## src/rtl/seq_pkg.sv

```systemverilog
// Shared state encodings for the serial 1101 transmitter/detector family.
package seq_pkg;

  typedef enum logic [1:0] {
    ST_IDLE  = 2'd0,
    ST_SHIFT = 2'd1,
    ST_GAP   = 2'd2
  } state_t;

endpackage

```

## src/rtl/seq_pattern_tx_if.sv

```systemverilog
// Load handshake and serial output bundle for seq_pattern_tx.
interface seq_pattern_tx_if #(
  parameter int W  = 4,
  parameter int RW = 4
);
  logic          load_valid;
  logic [W-1:0]  pattern;
  logic [RW-1:0] repeat_cnt;
  logic          load_ready;
  logic          out;
  logic          bit_valid;
  logic          busy;
  logic          done;

  modport master (
    output load_valid, pattern, repeat_cnt,
    input  load_ready, out, bit_valid, busy, done
  );

  modport slave (
    input  load_valid, pattern, repeat_cnt,
    output load_ready, out, bit_valid, busy, done
  );
endinterface

```

## src/rtl/piso_rotate_reg.sv

```systemverilog
// Parallel-load shift register that rotates left so the pattern survives repeats.
module piso_rotate_reg #(
  parameter int W = 4
) (
  input  logic         i_clk,
  input  logic         i_rst_n,
  input  logic         i_load,
  input  logic [W-1:0] i_data,
  input  logic         i_rot,
  output logic         o_msb
);

  logic [W-1:0] r_sr;

  always_ff @(posedge i_clk or negedge i_rst_n) begin
    if (!i_rst_n)
      r_sr <= '0;
    else if (i_load)
      r_sr <= i_data;
    else if (i_rot)
      r_sr <= {r_sr[W-2:0], r_sr[W-1]};
  end

  assign o_msb = r_sr[W-1];

endmodule

```

## src/rtl/seq_pattern_tx.sv

```systemverilog
// Serial pattern transmitter: sends repeat_cnt+1 MSB-first copies of a W-bit
// pattern with GAP idle cycles between copies, then pulses done.
module seq_pattern_tx
  import seq_pkg::*;
#(
  parameter int W   = 4,
  parameter int RW  = 4,
  parameter int GAP = 1
) (
  input  logic             clk,
  input  logic             reset,
  seq_pattern_tx_if.slave  bus
);

  localparam int BW = $clog2(W);
  localparam int GW = (GAP > 1) ? $clog2(GAP) : 1;
  localparam logic [BW-1:0] BIT_LAST = BW'(W - 1);
  localparam logic [GW-1:0] GAP_LAST = (GAP > 0) ? GW'(GAP - 1) : '0;

  state_t          r_state, w_state_nxt;
  logic [BW-1:0]   r_bit_idx, w_bit_idx_nxt;
  logic [GW-1:0]   r_gap_cnt, w_gap_cnt_nxt;
  logic [RW-1:0]   r_rep_left, w_rep_left_nxt;
  logic            r_done, w_done_nxt;
  logic            w_load, w_rot, w_msb;

  piso_rotate_reg #(.W(W)) u_sr (
    .i_clk   (clk),
    .i_rst_n (reset),
    .i_load  (w_load),
    .i_data  (bus.pattern),
    .i_rot   (w_rot),
    .o_msb   (w_msb)
  );

  always_ff @(posedge clk or negedge reset) begin
    if (!reset) begin
      r_state    <= ST_IDLE;
      r_bit_idx  <= '0;
      r_gap_cnt  <= '0;
      r_rep_left <= '0;
      r_done     <= 1'b0;
    end else begin
      r_state    <= w_state_nxt;
      r_bit_idx  <= w_bit_idx_nxt;
      r_gap_cnt  <= w_gap_cnt_nxt;
      r_rep_left <= w_rep_left_nxt;
      r_done     <= w_done_nxt;
    end
  end

  always_comb begin
    w_state_nxt    = r_state;
    w_bit_idx_nxt  = r_bit_idx;
    w_gap_cnt_nxt  = r_gap_cnt;
    w_rep_left_nxt = r_rep_left;
    w_done_nxt     = 1'b0;
    w_load         = 1'b0;
    w_rot          = 1'b0;
    case (r_state)
      ST_IDLE: begin
        if (bus.load_valid) begin
          w_load         = 1'b1;
          w_state_nxt    = ST_SHIFT;
          w_bit_idx_nxt  = BIT_LAST;
          w_rep_left_nxt = bus.repeat_cnt;
        end
      end
      ST_SHIFT: begin
        // Rotating on every bit, including bit 0, restores the pattern for the next copy.
        w_rot = 1'b1;
        if (r_bit_idx == '0) begin
          if (r_rep_left == '0) begin
            w_state_nxt = ST_IDLE;
            w_done_nxt  = 1'b1;
          end else begin
            w_rep_left_nxt = r_rep_left - RW'(1);
            w_bit_idx_nxt  = BIT_LAST;
            if (GAP > 0) begin
              w_state_nxt   = ST_GAP;
              w_gap_cnt_nxt = GAP_LAST;
            end
          end
        end else begin
          w_bit_idx_nxt = r_bit_idx - BW'(1);
        end
      end
      ST_GAP: begin
        if (r_gap_cnt == '0)
          w_state_nxt = ST_SHIFT;
        else
          w_gap_cnt_nxt = r_gap_cnt - GW'(1);
      end
      default: w_state_nxt = ST_IDLE;
    endcase
  end

  assign bus.load_ready = (r_state == ST_IDLE);
  assign bus.bit_valid  = (r_state == ST_SHIFT);
  assign bus.busy       = (r_state != ST_IDLE);
  assign bus.out        = (r_state == ST_SHIFT) & w_msb;
  assign bus.done       = r_done;

endmodule

```

## src/flat_wrapper.sv

```systemverilog
// flat-port wrapper written by rule: the top's interface ports become plain ports
module seq_pattern_tx_flat import seq_pkg::*;
#(
  parameter int W   = 4,
  parameter int RW  = 4,
  parameter int GAP = 1
)
  (clk, reset, bus_load_valid, bus_pattern, bus_repeat_cnt, bus_load_ready, bus_out, bus_bit_valid, bus_busy, bus_done);
  seq_pattern_tx_if #(.W(W), .RW(RW)) bus_i ();
  input  logic clk;
  input  logic reset;
  input wire logic [$bits(bus_i.load_valid)-1:0] bus_load_valid;
  input wire logic [$bits(bus_i.pattern)-1:0] bus_pattern;
  input wire logic [$bits(bus_i.repeat_cnt)-1:0] bus_repeat_cnt;
  output wire logic [$bits(bus_i.load_ready)-1:0] bus_load_ready;
  output wire logic [$bits(bus_i.out)-1:0] bus_out;
  output wire logic [$bits(bus_i.bit_valid)-1:0] bus_bit_valid;
  output wire logic [$bits(bus_i.busy)-1:0] bus_busy;
  output wire logic [$bits(bus_i.done)-1:0] bus_done;
  assign bus_i.load_valid = bus_load_valid;
  assign bus_i.pattern = bus_pattern;
  assign bus_i.repeat_cnt = bus_repeat_cnt;
  assign bus_load_ready = bus_i.load_ready;
  assign bus_out = bus_i.out;
  assign bus_bit_valid = bus_i.bit_valid;
  assign bus_busy = bus_i.busy;
  assign bus_done = bus_i.done;
  seq_pattern_tx #(.W(W), .RW(RW), .GAP(GAP)) u_core (.clk(clk), .reset(reset), .bus(bus_i));
endmodule
```

## config.mk

```make
export PLATFORM = sky130hd
export DESIGN_NAME = seq_pattern_tx_flat
export DESIGN_NICKNAME = d
export VERILOG_FILES = /design/src/rtl/seq_pkg.sv /design/src/rtl/seq_pattern_tx_if.sv /design/src/rtl/piso_rotate_reg.sv /design/src/rtl/seq_pattern_tx.sv /design/src/flat_wrapper.sv
export SDC_FILE = /design/constraint.sdc
export NUM_CORES = 1
export LEC_CHECK = 0
export ABC_AREA = 0
export CAP_MARGIN = 20
export CORE_MARGIN = 5
export CORE_UTILIZATION = 30
export CTS_CLUSTER_DIAMETER = 30
export DETAILED_ROUTE_END_ITERATION = 8
export PLACE_DENSITY_LB_ADDON = 0.25
export SLEW_MARGIN = 20
export SYNTH_ARGS = -nofsm -noshare
export SYNTH_HDL_FRONTEND = slang
export SYNTH_SLANG_ARGS = --single-unit
```

## constraint.sdc

```tcl
create_clock -name clk -period 1.6 [get_ports clk]
set_input_delay 0.24 -clock clk [delete_from_list [all_inputs] [get_ports clk]]
set_output_delay 0.24 -clock clk [all_outputs]
set_load 0.005 [all_outputs]
```

# == After elaboration in Yosys (flattened, before gate mapping) ==
# Cells that the tools add are included.
# op_classes
addsub,3
n_eq_ne,7
n_mux,25
bitwise,1
n_reduce_logical,11
# ops
operator,n
4-bit 2-to-1 mux,5
2-bit 2-to-1 mux,7
1-bit 2-to-1 mux,9
3-bit AND reduction,3
4-bit one-hot mux with 2 select lines,1
2-bit nonzero test,4
2-bit inequality test (second input constant),3
2-bit one-hot mux with 3 select lines,1
2-bit zero test,2
4-bit zero test,1
2-bit one-hot mux with 2 select lines,1
4-bit AND reduction,1
4-bit by 1-bit subtractor with 4-bit output (second input constant),1
3-bit inequality test (second input constant),1
2-bit by 1-bit == test with 1-bit output (second input constant),1
2-bit == test (second input constant),1
2-bit by 1-bit inequality test with 1-bit output (second input constant),1
1-bit one-hot mux with 2 select lines,1
2-bit by 1-bit subtractor with 2-bit output (second input constant),1
1-bit bitwise AND,1
1-bit subtractor (second input constant),1
# word_totals
reg_bits,14
in_bits,11
wordCells,53

# == Longest topological paths before layout ==
# Gate-level depths: netlist of run 1.
# depth
depth_word,4
depth_mapped,6
mapped_depth_nobuf,6

# == Modules after synthesis ==
# Synthesis of run 1 repeated with hierarchy kept, for this count alone.
# hier_totals
hier_cells,74
hier_area_um2,732.0
# modules_own_cells
module,instances,cells_each,area_per_inst_um2
seq_pattern_tx,1,57,545.5
piso_rotate_reg,1,17,186.4

# == Worst setup path after synthesis of run 1 ==
# OpenSTA, ideal clock, no wires.
# synth_path
path_type,flip-flop to flip-flop
startpoint,reg u_core.r_rep_left[0]
endpoint,reg u_core.r_rep_left[3]
arrival_ns,1.324
path_slack_ns,0.139
path_stages_with_launch,7
path_buffers,0
period_less_slack_ns,1.461
cell_sequence,dfrtp_1 > inv_1 > ha_1 > nor4bb_1 > a211oi_4 > a21oi_1 > a21oi_1
# synth_via
elab_chain_cells,4
word_cells_on_any_way,7
cone_classes,add/sub: 1; eq/ne: 1; mux: 3; reduce/logical: 2
# synth_rtl
element,line,rtl
from (decl),seq_pattern_tx.sv:23,"logic [RW-1:0] r_rep_left, w_rep_left_nxt;"
from (signal assigned),seq_pattern_tx.sv:47,r_rep_left <= w_rep_left_nxt;
4-bit by 1-bit subtractor with 4-bit output,seq_pattern_tx.sv:77,w_rep_left_nxt = r_rep_left - RW'(1);
4-bit 2-to-1 mux,seq_pattern_tx.sv:73,if (r_rep_left == '0) begin
4-bit 2-to-1 mux,seq_pattern_tx.sv:72,if (r_bit_idx == '0) begin
4-bit one-hot mux with 2 select lines,seq_pattern_tx.sv:60,case (r_state)
# Parallel ways exist; a longest one is shown, timed or not. The select of a mux whose other input is x is not followed.
# A chain may end at the register's enable or synchronous reset.

# == Final worst setup path of run 1 ==
# layout_path
startpoint,reg u_core.r_state[0]
endpoint,out bus_out
# layout_via
elab_chain_cells,2
# layout_rtl
element,line,rtl
from (decl),seq_pattern_tx.sv:20,"state_t r_state, w_state_nxt;"
from (signal assigned),seq_pattern_tx.sv:44,r_state <= w_state_nxt;
2-bit by 1-bit == test with 1-bit output,seq_pattern_tx.sv:101,assign bus.out = (r_state == ST_SHIFT) & w_msb;
1-bit bitwise AND,seq_pattern_tx.sv:101,
to (decl),flat_wrapper.sv:16,output wire logic [$bits(bus_i.out)-1:0] bus_out;
# No other way between the ends.

==> impl_metrics.yaml, run 1 <==
setup_path:
  worstSetupPathType: "flop to output port"
  start_kind: "flop"
  crit_chain: "nand2b_4, inv_6, and2_1, dlygate4sd2_1"
  worstPathArrival_ns: 1.30
  slowest_delay_ns: 0.44
  worstPathRequired_ns: 1.36
  critPathMaxFanout: 9
  critPathSlowestCell: "dfrtp_1"
  endpoint_kind: "output port"
final_layout:
  area_growth_pct: 46.9
  drive_gt1_share_pct: 22.9
  fin_util_pct: 46.2
  final.fill_count: 239
  layout.nets: 119
  final_cell_count_no_fill: 133
  diodes: 0
synthesis:
  syn_nets: 89
  synth_edf_count: 0
  synth_flop_cell: "dfrtp_1"
  synth_area_um2: 702
  synth.top_cell.area_share_pct: 46.3
  synth_cells: 76
  synth_cell_types: 29
  synth_common_cells: "dfrtp_1 (13), a21oi_1 (8), nand2_1 (7), nor2_1 (7), inv_1 (6)"
  postSynth.asyncResetShare_pct: 100
  synth_most_common_cell: "dfrtp_1"
  ys_seq_elements: 13
  synth.area.top_cells: "dfrtp_1 (46%), a21oi_1 (5.7%), and3b_1 (5.0%), nand2_1 (3.7%), nor2_1 (3.7%)"
  yosysWarnings: 0
  ys_seq_area_share_pct: 46.3
  syn_area_per_cell_um2: 9.24
  synth.largest_area_cell: "dfrtp_1"
clocking:
  holdBufCountCts: 0
  cts_tree: "yes"
  cts_buffers: 3
  ctsRootBufferMaster: "clkbuf_4"
  cts_htree_levels: 1
  clockBufferDepth: 2
  clk_latency_ns: 0.28
  clkSlewWorstSetupHoldPaths_ns: 0.08
  cts_sinks: 13
floorplan:
  die_height_um: 58.4
  initial_utilization_pct: 31.4
  die_area_um2: 3410
  io_pins: 16
  core-area_um2: 2230
  chipWidth_um: 58.4
  rows: 17
sta:
  fin_crit_ns: 1.54
  fin_crit_sh_pct: 96.3
  finalSetupViolCount: 0
  fmax_mhz: 649
  hold_viol_final: 0
  relSlewSlack_pct: 75.4
  worst_slew_pin_slew_ns: 0.368
  whs_ns: 0.264
  report.final.slew_viol_count: 0
  fin_worst_skew_ns: 0.00803
grt:
  overflow: 0
  grt_max_degree: 14
  grt_usage_pct: 11.0
  grt_pass1_wl_um: 2820
  grt_antenna_before_repair: 0
  grt_pass1_vias: 644
job:
  max_cap_violations: 0
power:
  ir_drop_mv: 1.35
  powerDensity_nw_per_um2: 1850
  p_leak_nw: 0.485
place:
  dp_cells: 126
  place_hpwl_um: 1180
  gp_congestion: 0.721
  port_buffers: 15
routing:
  drc: 0
  wl_per_cell_um: 12.4
  ant_nets: 0
  vias: 645
  dr.pass1.iters: 2
  routed_wl_um: 1650
  vias_per_cell: 4.85
  drt-initial-drc-count: 8
hold_path:
  hp-class: "input port to asynchronous set/reset pin"
outcome:
  outcome: "completed"
[worst max-delay path: cells and delay by family, from the launching register on]
family        cells  cell delay, ns
flops             1            0.44
buf+inv           2            0.31
simple gates      2            0.27
[logic make-up after synthesis]
kind of cell             share of synthesized area, %
AND/OR/NAND/NOR                                  22.6
buffers and inverters                            4.99
flip-flops                                       46.3
adder cells (fa/ha/maj)                          3.56
AO/OA/AOI/OAI                                    22.5
[layout by cell type (no fill, tap or decap), types with 2 or more instances in the layout]
cell type,n
o21ai_0,5
buf_4,10
nand2_1,7
dlygate4sd2_1,4
nor2_1,6
a31oi_1,3
buf_6,2
nor3_1,2
a21oi_1,7
inv_1,6
dfrtp_1,13
and3b_1,4
clkdlybuf4s50_1,11
clkbuf_4,3
[registers in the layout, summed over array words and instances, names as in the netlist]
name               count
u_core.r_rep_left      4
u_core.u_sr.r_sr       4
u_core.r_bit_idx       2
u_core.r_state         2
u_core.bus.done        1
[where the power goes]
part	internal [mW]	switching, mW
combinational	0.578	0.530
clock	0.0967	0.108
sequential	0.474	0.125
[cell type report]
type	count	area, um2	share of cell area [%]
Multi-Input combinational cell	54	370	35.9
Sequential cell	13	325	31.6
Timing Repair Buffer	27	243	23.5
Tap cell	28	35.0	3.40
Inverter	7	31.3	3.03
Clock buffer	4	26.3	2.55
[metrics by stage]
step	cell area [um2]	setup slack (ns)	total power, mW	setup TNS, ns
after global placement	946	0.0280	1.56	0
after global routing	1030	-0.00165	2.09	-0.00165
after floorplan	702	0.139	1.20	0
after CTS	991	-0.0512	1.82	-0.0512
after detailed placement	946	-0.00162	1.58	-0.00162
final	1030	0.0587	1.91	0
[final timing paths]
check / from / endpoint / slack (ns) / cells past startpoint
worst min-delay path: reset / u_core.r_rep_left[3] / 0.26 / 2
min in group clk: u_core.u_sr.r_sr[2] / u_core.u_sr.r_sr[2] / 0.48 / 2
max in group asynchronous: reset / u_core.r_state[1] / 1.17 / 2
worst min register to register: u_core.u_sr.r_sr[2] / u_core.u_sr.r_sr[2] / 0.48 / 2
worst max-delay path: u_core.r_state[0] / bus_out / 0.06 / 4
worst max register to register: u_core.r_rep_left[0] / u_core.r_rep_left[0] / 0.09 / 6
[timing repair]
item,4_1_cts,5_1_grt
gates cloned,0,0
pin swaps,1,2
setup endpoints to repair,4,4
buffers inserted,1,4
gates resized for setup,9,5
[layer usage]
metal / track usage (%) / routed length, um
met2: 17.9 / 790
met3: 5.04 / 123
met5: 0 / 0
met4: 2.98 / 10
met1: 13.0 / 721
No activity file was read; power rests on OpenSTA's default activity.
==> run 2: changes to the inputs <==
--- a/config.mk
+++ b/config.mk
@@ -7,11 +7,9 @@
 export LEC_CHECK = 0
 export ABC_AREA = 0
 export CAP_MARGIN = 20
-export CORE_MARGIN = 5
 export CORE_UTILIZATION = 30
 export CTS_CLUSTER_DIAMETER = 30
 export DETAILED_ROUTE_END_ITERATION = 8
-export PLACE_DENSITY_LB_ADDON = 0.25
 export SLEW_MARGIN = 20
 export SYNTH_ARGS = -nofsm -noshare
 export SYNTH_HDL_FRONTEND = slang
==> impl_metrics.yaml, run 2 (synthesis gave the netlist of run 1 again) <==
routing:
  drt-initial-drc-count: 24
  dr.pass1.iters: 4
  ant_nets: 0
  vias: 691
  drc: 0
  wl_per_cell_um: 12.0
  routed_wl_um: 1680
  vias_per_cell: 4.94
sta:
  relSlewSlack_pct: 76.2
  fmax_mhz: 665
  fin_crit_sh_pct: 94.0
  setup_tns_ns: 0
  hold_viol_final: 0
  worst_slew_pin_slew_ns: 0.352
  whs_ns: 0.261
  fin_worst_skew_ns: 0.00457
  finalSetupViolCount: 0
  report.final.slew_viol_count: 0
  fin_crit_ns: 1.50
final_layout:
  final.fill_count: 219
  area_growth_pct: 52.4
  multi_input_area_um2: 358
  final_common_cell: "buf_4"
  regArea_um2: 327
  final_cell_mix: "buf_4 (17), dfrtp_1 (12), clkdlybuf4s50_1 (11)"
  drive_gt1_share_pct: 28.6
  largestRegisters: "u_core.r_rep_left x4, u_core.u_sr.r_sr x4"
  diodes: 0
  layout.nets: 126
clocking:
  cts_tree: "yes"
  clockBufferDepth: 2
  holdBufCountCts: 0
  ctsRootBufferMaster: "clkbuf_4"
  cts_buffers: 3
  cts_sinks: 13
  clkSlewWorstSetupHoldPaths_ns: 0.09
  clk_latency_ns: 0.29
  cts_htree_levels: 1
grt:
  grt_pass1_wl_um: 2780
  grt_max_degree: 14
  grt_usage_pct: 14.5
  grt_pass1_vias: 642
  overflow: 0
  grt_antenna_before_repair: 0
setup_path:
  worstReg2RegStart: "u_core.r_rep_left[0]"
  rrSetupSlack_ns: 0.12
  worstPathArrival_ns: 1.26
  worstSetupPathType: "flop to output port"
  endpoint: "bus_out"
  start_kind: "flop"
  startpoint: "u_core.r_state[0]"
  worstPathRequired_ns: 1.36
  critPathMaxFanout: 4
  r2r_cells: 7
  endpoint_kind: "output port"
  r2r_end: "u_core.r_rep_left[3]"
floorplan:
  chipWidth_um: 50.4
  core-area_um2: 2210
  die_height_um: 50.4
  io_pins: 16
  rows: 17
  die_area_um2: 2540
  initial_utilization_pct: 31.7
place:
  gp_congestion: 0.740
  place_hpwl_um: 1150
  port_buffers: 15
power:
  p_leak_nw: 0.506
  powerDensity_nw_per_um2: 1910
  ir_drop_mv: 0.880
  total_power_mw: 2.04
job:
  max_cap_violations: 0
outcome:
  outcome: "completed"
hold_path:
  hp-class: "input port to asynchronous set/reset pin"
## run 2: worst min path at each step
stage	slack [ns]	from	to	cells after the start
after floorplan	-0.06	reset	u_core.bus.done	0
after global placement	0.46	u_core.u_sr.r_sr[2]	u_core.u_sr.r_sr[2]	2
after detailed placement	0.47	u_core.u_sr.r_sr[2]	u_core.u_sr.r_sr[2]	2
after CTS	0.28	reset	u_core.r_rep_left[3]	2
after global routing	0.29	reset	u_core.u_sr.r_sr[2]	2
final	0.26	reset	u_core.u_sr.r_sr[1]	2
## run 2: what timing repair did
action,4_1_cts,5_1_grt
buffers inserted,2,6
endpoints found under the setup margin,4,5
resized for setup,8,5
pin swaps,1,3
## run 2: critical path, stage by stage, from the launching register on
cell and delay [ns]:
dfrtp_2 0.45, nand2b_4 0.10, inv_4 0.04, and2_1 0.14, dlygate4sd2_1 0.25
## run 2: where the power goes
group / switching [mW] / internal (mW) / total, mW
clock network: 0.121 / 0.0970 / 0.218
registers: 0.116 / 0.477 / 0.593
logic: 0.546 / 0.686 / 1.23
## run 2: layout make-up
cell class,count,area share [%]
multi-input cells,54,33.5
flip-flops and latches,13,30.5
repair buffers,34,27.6
well taps,28,3.27
inverters,7,2.69
clock buffers,4,2.46
## run 2: through the flow
stage          setup WS (ns)  instances  utilization [%]  area, um2
2_1_floorplan          0.139         76                -        702
3_3_place_gp          0.0593        129             43.8        968
3_5_place_dp          0.0589        129             43.8        968
4_1_cts               0.0236        135             45.9       1020
5_1_grt              -0.0144        140             48.4       1070
6_report              0.0959        140             48.4       1070
## run 2: per-layer routing
metal	part of all wire [%]	global-route usage [%]	vias to the layer above
li1	-	-	340
met1	47	18.9	326
met2	45	23.1	23
met3	5.9	3.64	2
met4	1.4	5.56	0
met5	0	0	-
